--- src/rtl/des_sbox_engine.sv ---
// DES S-layer: eight FIPS 46-3 S-boxes applied to a 48-bit expanded half-block,
// LANES lookups per cycle over PASSES = 8/LANES cycles, valid/ready on both sides.
//
//   state | meaning
//   IDLE  | ready for a new block
//   BUSY  | running substitution passes
//   DONE  | result presented, waiting for out_ready

module des_sbox_engine #(
   parameter int LANES = 2
) (
   input  logic        clk,
   input  logic        rst,
   input  logic        in_valid,
   output logic        in_ready,
   input  logic [47:0] in_data,
   output logic        out_valid,
   input  logic        out_ready,
   output logic [31:0] out_data,
   output logic        busy
);

   localparam int PASSES = 8 / LANES;
   localparam int CW     = (PASSES > 1) ? $clog2(PASSES) : 1;

   if (!(LANES == 1 || LANES == 2 || LANES == 4 || LANES == 8)) begin : g_bad_lanes
      $error("des_sbox_engine: LANES must be 1, 2, 4 or 8");
   end

   // Each box is 64 nibbles, entry 0 in the most significant position, indexed by {row, col}.
   localparam logic [0:63][3:0] S1 =
      256'hE4D12FB83A6C5907_0F74E2D1A6CB9538_41E8D62BFC973A50_FC8249175B3EA06D;
   localparam logic [0:63][3:0] S2 =
      256'hF18E6B34972DC05A_3D47F28EC01A69B5_0E7BA4D158C6932F_D8A13F42B67C05E9;
   localparam logic [0:63][3:0] S3 =
      256'hA09E63F51DC7B428_D709346A285ECBF1_D6498F30B12C5AE7_1AD069874FE3B52C;
   localparam logic [0:63][3:0] S4 =
      256'h7DE3069A1285BC4F_D8B56F03472C1AE9_A690CB7DF13E5284_3F06A1D8945BC72E;
   localparam logic [0:63][3:0] S5 =
      256'h2C417AB6853FD0E9_EB2C47D150FA3986_421BAD78F9C5630E_B8C71E2D6F09A453;
   localparam logic [0:63][3:0] S6 =
      256'hC1AF92680D34E75B_AF427C9561DE0B38_9EF528C3704A1DB6_432C95FABE17608D;
   localparam logic [0:63][3:0] S7 =
      256'h4B2EF08D3C975A61_D0B7491AE35C2F86_14BDC37EAF680592_6BD814A7950FE23C;
   localparam logic [0:63][3:0] S8 =
      256'hD2846FB1A93E50C7_1FD8A374C56B0E92_7B419CE206ADF358_21E74A8DFC90356B;

   localparam logic [0:7][0:63][3:0] SBOX = {S1, S2, S3, S4, S5, S6, S7, S8};

   function automatic logic [3:0] sbox_lookup(input logic [2:0] box, input logic [5:0] b);
      logic [5:0] idx;
      idx = {b[5], b[0], b[4:1]};
      return SBOX[box][idx];
   endfunction

   typedef enum logic [1:0] {IDLE, BUSY, DONE} state_t;

   state_t              state, state_next;
   logic [47:0]         work;
   logic [31:0]         acc;
   logic [31:0]         acc_next;
   logic [CW-1:0]       pass_cnt;
   logic [4*LANES-1:0]  lane_out;
   logic                last_pass;

   // Lane 0 handles the lowest-numbered box of the pass, so it lands in the upper nibble.
   for (genvar j = 0; j < LANES; j++) begin : g_lane
      logic [2:0] box;
      assign box = 3'(32'(pass_cnt) * LANES + j);
      assign lane_out[4*(LANES-1-j) +: 4] = sbox_lookup(box, work[47-6*j -: 6]);
   end

   assign last_pass = (pass_cnt == CW'(PASSES - 1));
   assign acc_next  = (acc << (4 * LANES)) | 32'(lane_out);
   assign in_ready  = (state == IDLE) && !rst;
   assign busy      = (state != IDLE);

   always_ff @(posedge clk) begin
      if (rst) state <= IDLE;
      else     state <= state_next;
   end

   always_comb begin
      state_next = state;
      case (state)
         IDLE:    if (in_valid) state_next = BUSY;
         BUSY:    if (last_pass) state_next = DONE;
         DONE:    if (out_ready) state_next = IDLE;
         default: state_next = IDLE;
      endcase
   end

   always_ff @(posedge clk) begin
      if (rst) begin
         work      <= '0;
         acc       <= '0;
         pass_cnt  <= '0;
         out_data  <= '0;
         out_valid <= 1'b0;
      end else begin
         case (state)
            IDLE: begin
               if (in_valid) begin
                  work     <= in_data;
                  acc      <= '0;
                  pass_cnt <= '0;
               end
            end
            BUSY: begin
               work     <= work << (6 * LANES);
               acc      <= acc_next;
               pass_cnt <= pass_cnt + CW'(1);
               if (last_pass) begin
                  out_data  <= acc_next;
                  out_valid <= 1'b1;
               end
            end
            DONE: begin
               if (out_ready) out_valid <= 1'b0;
            end
            default: out_valid <= 1'b0;
         endcase
      end
   end

endmodule
--- config.mk ---
export PLATFORM = sky130hd
export DESIGN_NAME = des_sbox_engine
export DESIGN_NICKNAME = d
export VERILOG_FILES = /design/src/rtl/des_sbox_engine.sv
export SDC_FILE = /design/constraint.sdc
export NUM_CORES = 1
export LEC_CHECK = 0
export ABC_AREA = 1
export CAP_MARGIN = 20
export CORE_ASPECT_RATIO = 1.25
export CORE_UTILIZATION = 45
export CTS_BUF_LIST = sky130_fd_sc_hd__clkbuf_16
export CTS_CLUSTER_SIZE = 10
export DETAILED_ROUTE_END_ITERATION = 12
export PLACE_DENSITY = 0.75
export SYNTH_ARGS = -nofsm -noshare
export SYNTH_HDL_FRONTEND = slang
export SYNTH_SLANG_ARGS = --single-unit
--- constraint.sdc ---
create_clock -name clk -period 2.35 [get_ports clk]
set_input_delay 0.235 -clock clk [delete_from_list [all_inputs] [get_ports clk]]
set_output_delay 0.235 -clock clk [all_outputs]
set_load 0.05 [all_outputs]
==> results of run 1 <==
[stage by stage]
| stage | cell area (sq um) | util | worst slack (ps) |
|---|---|---|---|
| after floorplan | 7590 | - | 397 |
| after global placement | 8590 | 0.526 | 237 |
| after detailed placement | 8590 | 0.526 | 266 |
| after CTS | 8870 | 0.543 | 241 |
| after global routing | 8870 | 0.543 | 51.0 |
| final | 8870 | 0.543 | 161 |
[power by group through the flow]
stage | Sequential (W) | Combinational [W] | Clock, W
floorplan | 0.00202 | 0.00131 | 0
global placement | 0.00204 | 0.00181 | 0
detailed placement | 0.00205 | 0.00179 | 0
CTS | 0.00200 | 0.00179 | 0.00144
global route | 0.00201 | 0.00201 | 0.00152
finish | 0.00200 | 0.00184 | 0.00142
[worst reg2reg max path: cells and delay by family (launching register included)]
| family | cells | cell delay (ps) |
|---|---|---|
| compound gates | 3 | 290 |
| fa+ha+maj | 1 | 270 |
| buf+inv | 3 | 450 |
| flops | 1 | 350 |
| simple gates | 6 | 670 |
[cell families (layout without fill, tap and decap cells)]
| logic type | count (synthesis) | after routing |
|---|---|---|
| buffers and inverters | 139 | 192 |
| AOI/OAI and AO/OA | 190 | 190 |
| and+or+nand+nor | 820 | 820 |
| adders and majority gates | 14 | 14 |
| DFF | 109 | 109 |
[cell usage after synthesis, types with 6 or more instances]
cell type,n,share of area
dfxtp_1,109,0.29
o21ai_0,29,0.019
buf_2,40,0.026
o21ai_1,6,0.0040
nand4_1,8,0.0066
nor2_1,92,0.045
nor2_2,6,0.0049
buf_4,7,0.0069
nand2_1,424,0.21
inv_1,32,0.016
nand3_1,262,0.17
clkbuf_1,30,0.015
nand2_2,19,0.016
buf_6,11,0.016
a21oi_1,144,0.095
ha_1,14,0.023
inv_2,8,0.0040
[routing by layer]
layer  up-vias  track usage
met1      3981        0.386
met3        96       0.0384
met2       491        0.481
li1       4295            -
met4         0        0.151
met5         -            0
[path summary, 6_finish.rpt]
| path | cells past startpoint | end | slack (ps) | start |
|---|---|---|---|---|
| worst min-delay path | 3 | out_data[11] | 380 | rst |
| worst max-delay path | 13 | acc[4] | 160 | pass_cnt[0] |
| worst min register to register | 2 | out_data[17] | 460 | out_data[17] |
| worst max register to register | 13 | acc[4] | 160 | pass_cnt[0] |
[sequential cells by signal, indices dropped and copies added (netlist names)]
| signal | cells |
|---|---|
| acc | 24 |
| out_data | 32 |
| out_valid | 1 |
| pass_cnt | 2 |
| state | 2 |
| work | 48 |
[cell type report]
type / count / area share
Sequential cell: 109 / 0.246
Clock buffer: 9 / 0.0254
Tap cell: 216 / 0.0305
Multi-Input combinational cell: 1024 / 0.532
Clock inverter: 6 / 0.00550
Inverter: 46 / 0.0209
Timing Repair Buffer: 131 / 0.140
[repair_timing]
item | in CTS | in global routing
hold buffers | 0 | 0
resized for setup | 0 | 1
endpoints found under the setup margin | 0 | 1
==> impl_metrics.ini, run 1 <==
[run_status]
status = finished, final reports clean

[layout]
layout_commonest_cell = nand2_1
fillers = 1655
final-seq-area_sq_um = 2180
multiInputGateArea_sq_um = 4710
mostFrequentLayoutCells = nand2_1 (423), nand3_1 (262), a21oi_1 (144)
drive_gt1_frac = 0.0823
fin_nets = 1387
n_antenna_cell = 0
layout.cells.non_filler = 1541
syn_to_final_growth_pct = 16.8

[synth]
netlist_area_sq_um = 7590
synthSimpleGateAreaFrac = 0.467
syn_inst = 1272
ys.flop_type = dfxtp_1
synth-xor-area-share = 0
async_flop_share = 0
synth_edf_count = 0
muxShareOfSynthArea = 0
synth_compound_area_frac = 0.129
synth.avg_cell_area_sq_um = 5.97
synth-seq-cells = 109
yosysWarnings = 0
syn-num-nets = 1338
synth_cell_types = 32
ys_seq_area_frac = 0.287
synth_top_family_by_area = simple AND/OR/NAND/NOR gates
synth_fa_ha_area_frac = 0.0231

[place]
gp_congestion = 1.04
io_buffer_count = 86
post-dp-hpwl_microns = 18300
dp_cells = 1526

[clocking]
cts_buffer_depth = 2
root_buffer = clkbuf_16
cts_tree = done
clk_pin_slew_ps = 80
clock_latency_ps = 340
htree_levels = 3
cts.sinks = 109
cts_inserted_buffers = 9
post-cts-setup-buffers = 0

[sta]
grt_setup_unrepaired = false
finalCritPeriodShare = 0.932
hold_viol = 0
period_needed_ps = 2190
holdWs_ps = 384
finClkSkew_ps = 9.96
tightest_slew_ps = 774
fmax_ghz = 0.457
slew_viol_final = 0
slew_headroom = 0.484
finalSetupTns_ps = 0
setup_violations = 0

[floorplanning]
die_h_microns = 147
rows = 52
initial_utilization = 0.465
fp.dieArea_sq_um = 17400
pin_count = 87
die_w_microns = 118
core_region_area_sq_um = 16300

[worst_hold_path]
min_path_type = input port to register

[grt]
grt_start_max_net_pins = 80
grt-ovfl-total = 0
first_global_vias = 8062
grt_pass1_wl_microns = 41800
antenna_found_initial = 0
grt_use_total = 0.297

[route]
routed-via-count = 8863
drc_errors = 0
drt-wirelength-per-cell_microns = 17.0
ant_nets = 0
met1_length_microns = 10600
dr_wl_met3_microns = 2340
drtIter0Drc = 836
wirelength_microns = 26200
dr.pass1.iters = 5
routed.top_layer = met4
via_per_inst = 5.75
wl_met2_microns = 12000

[setup_path]
cp-start-kind = register
crit_type = register to register
crit_arrival_ps = 2380
cp_common_cell = nand2_1
cp_top_family = simple AND/OR/NAND/NOR gates
required_ps = 2550
cp_num_buf_inv = 3
setup.worst_path.end_class = register
path_max_fanout = 9
cpMaxStageDelayCell = dfxtp_1
critical_path.cell_chain = inv_2, buf_4, ha_1, inv_1, nand2_1, nand2_1, nand2_1, a21oi_1, o21ai_1, nand2_1, nand3_1, nand3_1, a21oi_1
cpPeakStageDelay_ps = 350

[power_and_ir_drop]
p_sw_frac = 0.376
power_w = 0.00527
p_leak_nw = 3.81
internal-power_w = 0.00329
combPwrFrac = 0.350
power_frac_seq = 0.380
p_switching_w = 0.00198
ir_worst_vdd_uv = 535
clkPwrFrac = 0.270
power_density_nw_per_um2 = 594

[flow_run]
maxCapViolations = 0
No activity file was read; power rests on OpenSTA's default activity.
==> run 2: changes to the inputs <==
--- a/config.mk
+++ b/config.mk
@@ -12,6 +12,7 @@
 export CTS_BUF_LIST = sky130_fd_sc_hd__clkbuf_16
 export CTS_CLUSTER_SIZE = 10
 export DETAILED_ROUTE_END_ITERATION = 12
+export GPL_TIMING_DRIVEN = 0
 export PLACE_DENSITY = 0.75
 export SYNTH_ARGS = -nofsm -noshare
 export SYNTH_HDL_FRONTEND = slang
==> impl_metrics.ini, run 2 (synthesized netlist as in run 1, its figures left out) <==
[place]
post-dp-hpwl_microns = 22500
io_buffer_count = 86
gp_congestion = 1.05

[route]
wl_met2_microns = 14300
met1_length_microns = 12400
wirelength_microns = 30600
routed.top_layer = met4
routed-via-count = 9286
dr_wl_met3_microns = 2770
drt-wirelength-per-cell_microns = 19.1
ant_nets = 0
via_per_inst = 5.81
dr.pass1.iters = 9
drtIter0Drc = 1083
drc_errors = 0

[setup_path]
cp-start-kind = register
reg2reg_slack_ps = 60
rr_startpoint = pass_cnt[1]
critPathLaunch = pass_cnt[1]
required_ps = 2630
setup.worst_path.end_class = register
r2r-end = acc[4]
reg2reg_depth = 12
critical_path.endpoint = acc[4]
path_max_fanout = 12
crit_type = register to register
crit_arrival_ps = 2570

[sta]
slew_headroom = 0.540
fmax_ghz = 0.437
finalSetupTns_ps = 0
hold_viol = 0
finClkSkew_ps = 5.76
holdWs_ps = 438
grt_setup_unrepaired = true
slew_viol_final = 0
setup_violations = 0
period_needed_ps = 2290
finalCritPeriodShare = 0.974
tightest_slew_ps = 691

[floorplanning]
die_w_microns = 118
die_h_microns = 147
fp.dieArea_sq_um = 17400
core_region_area_sq_um = 16300
pin_count = 87
initial_utilization = 0.465
rows = 52

[layout]
mostFrequentLayoutCells = nand2_1 (421), nand3_1 (256), a21oi_1 (143)
syn_to_final_growth_pct = 21.3
n_antenna_cell = 0
largest_register = work
fillers = 1675
fin_nets = 1444
largest_reg_flops = 48
layout_commonest_cell = nand2_1
largestRegisters = work (48), out_data (32), acc (24)
drive_gt1_frac = 0.108

[clocking]
htree_levels = 3
clock_latency_ps = 350
cts_buffer_depth = 2
root_buffer = clkbuf_16
clk_pin_slew_ps = 70
cts_tree = done
cts.sinks = 109
hold_buffers = 0
cts_inserted_buffers = 9

[power_and_ir_drop]
power_density_nw_per_um2 = 606
power_w = 0.00558
p_leak_nw = 3.99
ir_worst_vdd_uv = 518

[grt]
first_global_vias = 8376
antenna_found_initial = 0
grt_start_max_net_pins = 19
grt-ovfl-total = 0
grt_pass1_wl_microns = 46900
grt_use_total = 0.345

[worst_hold_path]
hold_depth = 3
min_path_type = input port to register

[flow_run]
maxCapViolations = 0

[run_status]
status = finished, final reports clean
==> run 2: how the worst min path moves through the flow <==
stage	start	end
5_1_grt	in_data[3]	work[3]
6_report	in_data[10]	work[10]
2_1_floorplan	in_data[0]	work[0]
3_5_place_dp	out_data[9]	out_data[9]
4_1_cts	in_data[9]	work[9]
3_3_place_gp	work[5]	work[5]
==> run 2: per-stage QoR <==
stage / worst slack (ps) / cells / area [sq um] / utilization
global route: -26.8 / 1599 / 9210 / 0.564
detailed placement: -487 / 1574 / 8720 / 0.534
CTS: 0.0691 / 1590 / 9040 / 0.554
global placement: -556 / 1574 / 8720 / 0.534
finish: 61.4 / 1599 / 9210 / 0.564
floorplan: 397 / 1272 / 7590 / -
==> run 2: final cells by class <==
type | count | area, sq um | area share
Sequential cell | 109 | 2190 | 0.238
Timing Repair Buffer | 95 | 927 | 0.101
Tap cell | 216 | 270 | 0.0293
Clock inverter | 7 | 73.8 | 0.00802
Multi-Input combinational cell | 1024 | 4780 | 0.520
Clock buffer | 9 | 225 | 0.0245
Buffer | 93 | 537 | 0.0583
Inverter | 46 | 200 | 0.0217
==> run 2: critical path, cell delays in order, from the launching register on <==
cell        delay [ps]
dfxtp_4            360
inv_4              180
ha_2               270
clkinvlp_4         190
nand2_2            190
nand2_1            140
nand2_1             90
nand3_1             90
nand3_1            100
nand3_1            160
nand3_1            210
nand3_2            110
a21oi_1            130
==> run 2: repair_timing <==
item                       CTS  global route
resized for setup           11            25
setup endpoints to repair   17            16
setup buffers                0             9
pin swaps                    0             1
==> run 2: where the power goes <==
part | total [W] | switching (W) | leakage, nW | internal, W
logic | 0.00206 | 0.00138 | 2.96 | 0.000673
clock network | 0.00152 | 0.000688 | 0.147 | 0.000832
registers | 0.00200 | 0.0000629 | 0.889 | 0.00194
==> run 2: layer usage <==
layer | global-route usage | up-vias
met3 | 0.0536 | 90
li1 | - | 4418
met1 | 0.438 | 4219
met4 | 0.163 | 0
met2 | 0.570 | 559
met5 | 0 | -
